<file path="config.mk">
export PLATFORM = sky130hd
export DESIGN_NAME = seg_scan_controller
export DESIGN_NICKNAME = d
export VERILOG_FILES = /design/src/rtl/seg_scan_controller.sv
export SDC_FILE = /design/constraint.sdc
export NUM_CORES = 1
export LEC_CHECK = 0
export ABC_AREA = 1
export CAP_MARGIN = 10
export CORE_ASPECT_RATIO = 1.5
export CORE_MARGIN = 4
export CORE_UTILIZATION = 60
export DETAILED_ROUTE_END_ITERATION = 8
export GPL_TIMING_DRIVEN = 1
export PLACE_DENSITY = 0.88
export SYNTH_ARGS = -nofsm -noshare
export SYNTH_HDL_FRONTEND = slang
export SYNTH_SLANG_ARGS = --single-unit
</file>
<file path="constraint.sdc">
create_clock -name clk -period 2.6 [get_ports clk]
set_clock_uncertainty 0.05 [all_clocks]
set_input_delay 0.65 -clock clk [delete_from_list [all_inputs] [get_ports clk]]
set_output_delay 0.65 -clock clk [all_outputs]
set_load 0.1 [all_outputs]
</file>
<file path="src/rtl/seg_scan_controller.sv">
// rtl/seg_scan_controller.sv - 4-digit multiplexed 7-segment scan controller
//
// Purpose:
//   Scans four hex digits onto a common-anode 7-segment display one slot at a
//   time. The digit values, decimal points and the blanking enable are
//   captured once per frame, so a value never changes partway through a scan.
//   Leading zeros can be blanked. Brightness is a 16-level PWM applied within
//   each digit slot.
//
// Ports:
//   clk          system clock
//   reset        synchronous, active-high reset
//   units        digit 0 value (rightmost)
//   tens         digit 1 value
//   hundreds     digit 2 value
//   thousands    digit 3 value (leftmost)
//   blank_lz     1 = blank leading zeros
//   dp_en        bit i lights the decimal point on digit i
//   brightness   0 = 1/16 duty ... 15 = always on (sampled live)
//   SEG          active-low segments {dp,g,f,e,d,c,b,a}
//   DIGIT        active-low anode enables, bit i = digit i
//   frame_start  one-cycle pulse at the start of each frame
module seg_scan_controller #(
   parameter int TICK_DIV = 50000
) (
   input  logic       clk,
   input  logic       reset,
   input  logic [3:0] units,
   input  logic [3:0] tens,
   input  logic [3:0] hundreds,
   input  logic [3:0] thousands,
   input  logic       blank_lz,
   input  logic [3:0] dp_en,
   input  logic [3:0] brightness,
   output logic [7:0] SEG,
   output logic [3:0] DIGIT,
   output logic       frame_start
);

   localparam int            TW        = $clog2(TICK_DIV);
   localparam logic [TW-1:0] TICK_LAST = TW'(TICK_DIV - 1);

   logic [TW-1:0]   tick;
   logic [1:0]      idx;
   logic [3:0]      pwm;
   logic [3:0][3:0] snap;
   logic [3:0]      snap_dp;
   logic            snap_blank;

   logic            tick_wrap;
   logic            frame_edge;
   logic [3:0]      cur_val;
   logic            zero_above;
   logic            cur_blank;
   logic            lit;
   logic [7:0]      seg_next;
   logic [3:0]      digit_next;

   // Active-low {g,f,e,d,c,b,a}; the DP bit is added separately.
   function automatic logic [6:0] seg_code(input logic [3:0] v);
      case (v)
         4'h0:    seg_code = 7'h40;
         4'h1:    seg_code = 7'h79;
         4'h2:    seg_code = 7'h24;
         4'h3:    seg_code = 7'h30;
         4'h4:    seg_code = 7'h19;
         4'h5:    seg_code = 7'h12;
         4'h6:    seg_code = 7'h02;
         4'h7:    seg_code = 7'h78;
         4'h8:    seg_code = 7'h00;
         4'h9:    seg_code = 7'h10;
         4'hA:    seg_code = 7'h08;
         4'hB:    seg_code = 7'h03;
         4'hC:    seg_code = 7'h46;
         4'hD:    seg_code = 7'h21;
         4'hE:    seg_code = 7'h06;
         default: seg_code = 7'h0E;
      endcase
   endfunction

   always_comb begin
      tick_wrap  = (tick == TICK_LAST);
      frame_edge = tick_wrap && (idx == 2'd3);
      cur_val    = snap[idx];

      // A digit is a leading zero when it and every digit to its left are 0.
      case (idx)
         2'd3:    zero_above = (snap[3] == 4'd0);
         2'd2:    zero_above = (snap[3] == 4'd0) && (snap[2] == 4'd0);
         2'd1:    zero_above = (snap[3] == 4'd0) && (snap[2] == 4'd0) && (snap[1] == 4'd0);
         default: zero_above = 1'b0;
      endcase
      cur_blank = snap_blank && zero_above;

      lit        = (pwm <= brightness);
      seg_next   = 8'hFF;
      digit_next = 4'hF;
      if (lit) begin
         if (!cur_blank) begin
            digit_next = ~(4'b0001 << idx);
            seg_next   = {~snap_dp[idx], seg_code(cur_val)};
         end else if (snap_dp[idx]) begin
            // Blanked digit still shows its decimal point.
            digit_next = ~(4'b0001 << idx);
            seg_next   = 8'h7F;
         end
      end
   end

   always_ff @(posedge clk) begin
      if (reset) begin
         tick        <= TICK_LAST;
         idx         <= 2'd3;
         pwm         <= 4'd0;
         snap        <= '0;
         snap_dp     <= 4'd0;
         snap_blank  <= 1'b0;
         SEG         <= 8'hFF;
         DIGIT       <= 4'hF;
         frame_start <= 1'b0;
      end else begin
         if (tick_wrap) begin
            tick <= '0;
            idx  <= idx + 2'd1;
            pwm  <= 4'd0;
         end else begin
            tick <= tick + 1'b1;
            pwm  <= pwm + 4'd1;
         end

         if (frame_edge) begin
            snap       <= {thousands, hundreds, tens, units};
            snap_dp    <= dp_en;
            snap_blank <= blank_lz;
         end

         frame_start <= (idx == 2'd0) && (tick == '0);
         SEG         <= seg_next;
         DIGIT       <= digit_next;
      end
   end

endmodule

</file>
After elaboration in Yosys (flattened, before gate mapping)
Memory sizes are Yosys's and may differ from the RTL's.
Index checks and enable logic that the tools add are counted.
{"block": "word_totals", "wordCells": 49, "output_inout_bits": 13, "mem_bits_ro": 112, "n_memories": 1, "regBits": 56}
{"block": "op_classes", "n_eq_ne": 4, "n_lt_le_gt_ge": 2, "n_mux": 10, "n_bitwise": 3, "n_reduce_logical": 12, "add_sub_neg": 3, "shifts": 1}
{"memory": "(no name shown)", "depth": 16, "word_bits": 7, "rd": 1, "rd_ports_with_merged_regs": 0, "wr": 0, "line_no": "61", "rtl": "case (v)"}
{"cell": "16-bit by 1-bit adder with 16-bit output (second input constant)", "count": 1}
{"cell": "16-bit equality test (second input constant)", "count": 1}
{"cell": "16-bit zero test", "count": 1}
{"cell": "16-bit two-way mux", "count": 1}
{"cell": "8-bit two-way mux", "count": 2}
{"cell": "4-bit zero test", "count": 3}
{"cell": "4-bit two-way mux", "count": 3}
{"cell": "4-bit binary-select mux with 2-bit select", "count": 1}
{"cell": "1-bit logical AND", "count": 5}
{"cell": "4-bit by 1-bit adder with 4-bit output (second input constant)", "count": 1}
{"cell": "2-bit equality test (second input constant)", "count": 2}
{"cell": "4-bit <= comparator", "count": 1}
{"cell": "4-bit NOT", "count": 1}
{"cell": "2-bit OR reduction", "count": 2}
{"cell": "1-bit by 2-bit left shift with 4-bit output (first input constant)", "count": 1}
{"cell": "2-bit by 3-bit less-than comparator with 1-bit output (second input constant)", "count": 1}
{"cell": "1-bit case mux with 3 select lines", "count": 1}
{"cell": "2-bit by 1-bit adder with 2-bit output (second input constant)", "count": 1}
{"cell": "1-bit binary-select mux with 2-bit select", "count": 1}
{"cell": "2-bit by 1-bit equality test with 1-bit output (second input constant)", "count": 1}
{"cell": "2-bit zero test", "count": 1}
{"cell": "1-bit NOT", "count": 2}
{"cell": "1-bit two-way mux", "count": 1}

Depth between registers and ports, before layout
Gate-level depths: netlist (run 1).
{"block": "depth", "word_depth": 6, "mapped_depth": 12}

Worst setup path before layout (run 1)
OpenSTA, ideal clock, no wires.
{"block": "synth_path", "path_type": "in2reg", "from": "input brightness[3]", "to": "register SEG[3]", "setup_time_ps": 129, "path_buffers": 0, "arrival_ps": 1638, "path_stages": 10, "slack_ps": 782, "required_ps": 2421, "path_cell_list": "inv_1 ha_1 nand2_1 inv_1 nand2_1 nand2_1 nand2_1 nand2_1 a21oi_1 nand2_1"}
{"block": "synth_between", "elab_chain_len": 3}
{"item": "start: declaration", "line_no": "34", "rtl": "input logic [3:0] brightness,"}
{"item": "4-bit <= comparator", "line_no": "95", "rtl": "lit = (pwm <= brightness);"}
{"item": "1-bit NOT (no source line)"}
{"item": "2-bit OR reduction (no source line)"}
{"item": "end signal: assignment", "line_no": "138", "rtl": "SEG <= seg_next;"}
{"item": "end: declaration", "line_no": "35", "rtl": "output logic [7:0] SEG,"}
Every way passes these cells.
A chain may end at the register's enable or synchronous reset.

Worst setup path in the final report (run 1)
{"block": "layout_path", "from": "input brightness[3]", "to": "register SEG[6]"}
The elaborated chain is that of the path after synthesis.

==> flow_summary.toml, run 1 <==
[timing]
setup_tns_ns = 0
drv_slew = 0
rsz0062_at_grt = "no"
hold_ws_ns = 0.425
fin_crit_ns = 2.12
setup_viol = 0
worst_pin_slew_ns = 0.445
worst_slack_ns = 0.476
fmax_ghz = 0.471
fin_crit_sh = 0.817
relSlewSlack = 0.703
hold_violations = 0

[cts]
ctsHtreeMaxLevel = 2
cts_setup_buffers = 0
cts_tree = "yes"
cts.root.buffer_cell = "clkbuf_8"
clk_path_buf_depth = 2
numCtsBuffers = 5
hold_buffers = 0
clock_sinks = 56
clk_pin_slew_ns = 0.09
cts_resized = 0
clk_latency_ns = 0.31

[placed_design]
hpwl_mm = 5.48
place.gp.congestion = 0.922
io_buffers = 39
dp_slack_ns = 0.149

[critical_path]
crit_start = "brightness[3]"
cp_slowest_cell = "clkdlybuf4s50_1"
path_depth = 11
cp_cell_sequence = "clkdlybuf4s50_1 > inv_1 > ha_1 > nand2_1 > inv_1 > nand2_1 > nand2_1 > nand2_1 > nand2_1 > a21oi_1 > nand2_1"
arrival_ns = 2.25
crit_buf_inv = 3
critPathCapture = "SEG[6]"
rr_worst_depth = 9
timing.rr.start = "idx[1]"
path_class = "in2reg"
cp_max_fo = 7
cpLargestDelayFamily = "buffers and inverters"
slowest_delay_ns = 0.46
critical_path_required_ns = 2.73
start_kind = "input pin"
r2r_slack_ns = 0.72
end_kind = "register"
crit_top_cell = "nand2_1"
r2r_end = "SEG[3]"

[floorplan]
pin_count = 40
fp.dieW_um = 67.7
dieHeight_um = 97.6
die-area_um2 = 6600
initial_utilization = 0.621
core-area_um2 = 5160
rows = 32

[finish]
finalNetCount = 579
finish.utilization = 0.720
area_delta_synth_final_pct = 16.0
antenna_cells = 0
layout-drive-gt1-share = 0.0748

[synthesis]
avgSynthCellArea_um2 = 6.45
yosys-top-cells-area = "dfxtp_1 (35%), nand2_1 (17%), inv_1 (11%)"
yosysUniqueCellTypes = 28
synth.ff_latch_count = 56
ys_warn_count = 0
yosys.area.top_type = "dfxtp_1"
syn-cell-area_um2 = 3210
syn-instance-count = 497
synth.top_cell.area_share = 0.349
syn_nets = 542
yosysSeqAreaShare = 0.349

[global_route]
grt_usage = 0.229
grt_pass1_vias = 2818
antenna_found_initial = 0
grt_pass1_wl_mm = 12.0
grt_max_degree = 22
grt_overflow = 0

[status]
outcome = "finished clean"

[run]
cap_violations = 0

[detailed_routing]
ant_nets = 0
drc = 0
num_vias = 3053
first_pass_iters = 5
wl_per_cell_um = 11.6
viasPerCell = 5.06
drt_wl_total_mm = 7.02
drt_iter0_markers = 140

[power]
max-vdd-ir-drop_mv = 0.724
p_total_w = 0.00506
power.density_nw_per_um2 = 1360
leakage_nw = 1.93

[min_path]
worstHoldStart = "pwm[0]"
min_path_type = "reg2reg"
==> synth_stat cells, drive strengths merged <==
cell type and n:
a21oi 8, buf 11, clkbuf 3, dfxtp 56, ha 18, inv 102, nand2 149, nand3 46
nand4 30, nor2 47, nor3 8, nor3b 1, nor4 1, o21ai 9, o21bai 2, or2 1
xnor2 1, xor2 4
==> area by class of cell <==
class | count | area (µm²)
fillers | 451 | 1440
clock buffers | 5 | 68.8
flip-flops and latches | 56 | 1120
multi-input cells | 325 | 1630
inverters | 102 | 383
clock inverters | 3 | 42.5
well taps | 68 | 85.1
repair buffers | 44 | 395
==> routing by layer <==
metal	global-route usage	up-vias	part of all wire
met5	0	-	0
met4	0.0984	0	0.029
met3	0.0405	18	0.049
met2	0.422	97	0.53
met1	0.240	1334	0.39
li1	-	1604	-
==> registers in the layout (all words and copies together), names as in the netlist, 2 cells and up <==
signal / cells
DIGIT: 4
SEG: 8
idx: 2
pwm: 4
snap: 16
snap_dp: 4
tick: 16
==> worst min path at each step <==
stage	to	slack, ns	cells past startpoint
final	pwm[0]	0.43	1
after global routing	pwm[0]	0.47	1
after floorplan	pwm[0]	0.38	1
after detailed placement	pwm[0]	0.41	1
after CTS	pwm[0]	0.43	1
after global placement	pwm[0]	0.40	1
==> cell families (layout without fill, tap and decap cells) <==
group                      Yosys count  count (layout)  synth area share
buffers and inverters              116             154             0.144
and+or+nand+nor                    283             283             0.392
AOI/OAI and AO/OA                   19              19            0.0312
xor gates and xnor gates             5               5            0.0136
adders and majority gates           18              18            0.0702
DFF                                 56              56             0.349
==> cell usage in the layout (no fill, tap or decap), drive strengths merged <==
cell type      instances
a21oi                  8
buf                   18
bufinv                 1
clkbuf                 5
clkdlybuf4s50         26
clkinv                 1
clkinvlp               1
dfxtp                 56
ha                    18
inv                  102
nand2                149
nand3                 46
nand4                 30
nor2                  47
nor3                   8
nor3b                  1
nor4                   1
o21ai                  9
o21bai                 2
or2                    1
xnor2                  1
xor2                   4
==> power by group <==
group	internal (W)	total [W]	switching (W)
Combinational	0.000924	0.00300	0.00208
Clock	0.000285	0.000568	0.000283
Sequential	0.00121	0.00149	0.000274
==> per-stage QoR <==
stage	instances	cell area (µm²)
6_report	603	3720
4_1_cts	603	3720
5_1_grt	603	3720
2_1_floorplan	497	3210
3_3_place_gp	595	3610
3_5_place_dp	595	3610
Note: power is estimated with default switching activity, not from simulation.
==> run 2: changes to the inputs <==
--- a/config.mk
+++ b/config.mk
@@ -9,10 +9,10 @@
 export CAP_MARGIN = 10
 export CORE_ASPECT_RATIO = 1.5
 export CORE_MARGIN = 4
-export CORE_UTILIZATION = 60
+export CORE_UTILIZATION = 50
 export DETAILED_ROUTE_END_ITERATION = 8
 export GPL_TIMING_DRIVEN = 1
-export PLACE_DENSITY = 0.88
+export PLACE_DENSITY = 0.79
 export SYNTH_ARGS = -nofsm -noshare
 export SYNTH_HDL_FRONTEND = slang
 export SYNTH_SLANG_ARGS = --single-unit
==> constraint.sdc (replaced) <==
create_clock -name clk -period 1.8 [get_ports clk]
set_clock_uncertainty 0.05 [all_clocks]
set_input_delay 0.45 -clock clk [delete_from_list [all_inputs] [get_ports clk]]
set_output_delay 0.45 -clock clk [all_outputs]
set_load 0.1 [all_outputs]
==> run 2 against run 1 <==
Compared with the run above: via count grew 1.2%; setup slack lost 0.40 ns; register-to-register slack lost 0.59 ns; count of clock-buffer cells in the layout is the same; sequential share of layout area shrank 2.2 points; die area grew 18%; design area grew 8.4%; combinational power grew 61%; clock power grew 38%; first-iteration DRC count grew 16%; hold slack lost 0.0064 ns; utilization shrank 6.7 points.
==> flow_summary.toml, run 2 (synthesis gave the netlist of run 1 again) <==
[floorplan]
initial_utilization = 0.520
pin_count = 40
core-area_um2 = 6170
fp.dieW_um = 73.4
dieHeight_um = 106
die-area_um2 = 7790
rows = 35

[timing]
hold_ws_ns = 0.419
setup_viol = 0
worst_pin_slew_ns = 0.373
fin_crit_sh = 0.957
drv_slew = 0
fmax_ghz = 0.581
hold_violations = 0
relSlewSlack = 0.749
fin_crit_ns = 1.72

[finish]
multi_input_area_um2 = 1680
layout-drive-gt1-share = 0.114
area_delta_synth_final_pct = 25.7
nFillCells = 569
antenna_cells = 0
seq_area_um2 = 1130
finalNetCount = 591
reg_top3 = "snap: 16 flops, tick: 16 flops, SEG: 8 flops"
final_common_cell = "nand2_1"
final_cell_mix = "nand2_1 (142), inv_1 (97), dfxtp_1 (54), nand3_1 (44), nor2_1 (43)"

[detailed_routing]
first_pass_iters = 5
wl_per_cell_um = 11.4
drc = 0
drt_wl_total_mm = 7.09
drt_iter0_markers = 162
viasPerCell = 4.99
num_vias = 3090
ant_nets = 0

[critical_path]
cp_cell_sequence = "clkdlybuf4s50_1 > inv_2 > ha_4 > nand2_1 > inv_1 > nand2_1 > nand2_1 > nand2_1 > nand2_2 > a21oi_2 > buf_6 > nand2_1"
arrival_ns = 1.87
path_class = "in2reg"
slowest_delay_ns = 0.48
r2r_slack_ns = 0.13
cp_max_fo = 7
rr_worst_depth = 6
start_kind = "input pin"
timing.rr.start = "tick[1]"
r2r_end = "tick[0]"
cp_slowest_cell = "clkdlybuf4s50_1"
crit_top_cell = "nand2_1"
end_kind = "register"
critical_path_required_ns = 1.95

[cts]
clk_latency_ns = 0.31
cts_tree = "yes"
clock_sinks = 56
hold_buffers = 0
clk_pin_slew_ns = 0.08
numCtsBuffers = 5
cts.root.buffer_cell = "clkbuf_8"
clk_path_buf_depth = 2
ctsHtreeMaxLevel = 2

[placed_design]
io_buffers = 39
place.gp.congestion = 0.908
hpwl_mm = 5.52

[min_path]
hold_end = "pwm[0]"
min_path_type = "reg2reg"
worstHoldStart = "pwm[0]"
min_delay_path_depth = 1

[power]
max-vdd-ir-drop_mv = 1.16
p_total_w = 0.00783
leakage_nw = 2.06
power.density_nw_per_um2 = 1940

[global_route]
grt_pass1_wl_mm = 11.8
grt_usage = 0.185
grt_max_degree = 26
grt_pass1_vias = 2876
grt_overflow = 0
antenna_found_initial = 0

[run]
cap_violations = 0

[status]
outcome = "finished clean"
-- run 2: changes by cell type in the layout (fill, tap and decap cells not counted), sizes merged --
cell	change
clkdlybuf4s50	-1
dlymetal6s2s	+1
clkinv	-1
clkinvlp	-1
buf	+12
-- run 2: routing by layer --
| layer | routed length, µm | global-route usage | part of all wire | vias up |
|---|---|---|---|---|
| met5 | 0 | 0 | 0 | - |
| met4 | 177 | 0.0751 | 0.025 | 0 |
| met3 | 302 | 0.0331 | 0.043 | 19 |
| met2 | 3900 | 0.359 | 0.55 | 94 |
| met1 | 2710 | 0.184 | 0.38 | 1344 |
| li1 | - | - | - | 1633 |
-- run 2: how the worst max path moves through the flow --
stage	cells after the start	startpoint	slack, ns	end
6_report	12	brightness[3]	0.08	SEG[5]
4_1_cts	10	idx[0]	0.003	SEG[3]
5_1_grt	12	brightness[3]	-0.04	SEG[4]
3_3_place_gp	12	brightness[3]	-0.25	SEG[5]
3_5_place_dp	10	brightness[3]	-0.31	SEG[5]
2_1_floorplan	10	idx[1]	0.16	SEG[5]
-- run 2: cell type report --
class	instances	area share
clock buffer	5	0.0171
clock inverter	1	0.00744
inverter	102	0.0949
multi-input combinational	325	0.415
sequential	56	0.279
tap	74	0.0230
timing repair buffer	56	0.163
-- run 2: what timing repair did --
item,4_1_cts,5_1_grt
gates resized for setup,0,17
endpoints found under the hold margin,0,0
setup endpoints to repair,0,15
setup buffers,0,0
-- run 2: where the power goes --
| group | internal, W | leakage [nW] | switching, W |
|---|---|---|---|
| combinational | 0.00177 | 1.56 | 0.00306 |
| sequential | 0.00177 | 0.459 | 0.000452 |
| clock | 0.000400 | 0.0501 | 0.000384 |
| total | 0.00394 | 2.06 | 0.00390 |
-- run 2: metrics by stage --
step	setup slack, ns	util	area (µm²)	setup TNS [ns]	cells
3_5_place_dp	-0.307	0.627	3870	-3.12	613
3_3_place_gp	-0.249	0.627	3870	-2.41	613
6_report	0.0778	0.653	4030	0	619
2_1_floorplan	0.163	-	3210	0	497
5_1_grt	-0.0376	0.653	4030	-0.210	619
4_1_cts	0.00253	0.643	3970	0	619
-- run 2: critical path, delay by kind of cell --
| family | cells | cell delay, ns |
|---|---|---|
| fa+ha+maj | 1 | 0.24 |
| simple gates | 6 | 0.34 |
| compound gates | 1 | 0.12 |
| buf+inv | 4 | 0.71 |
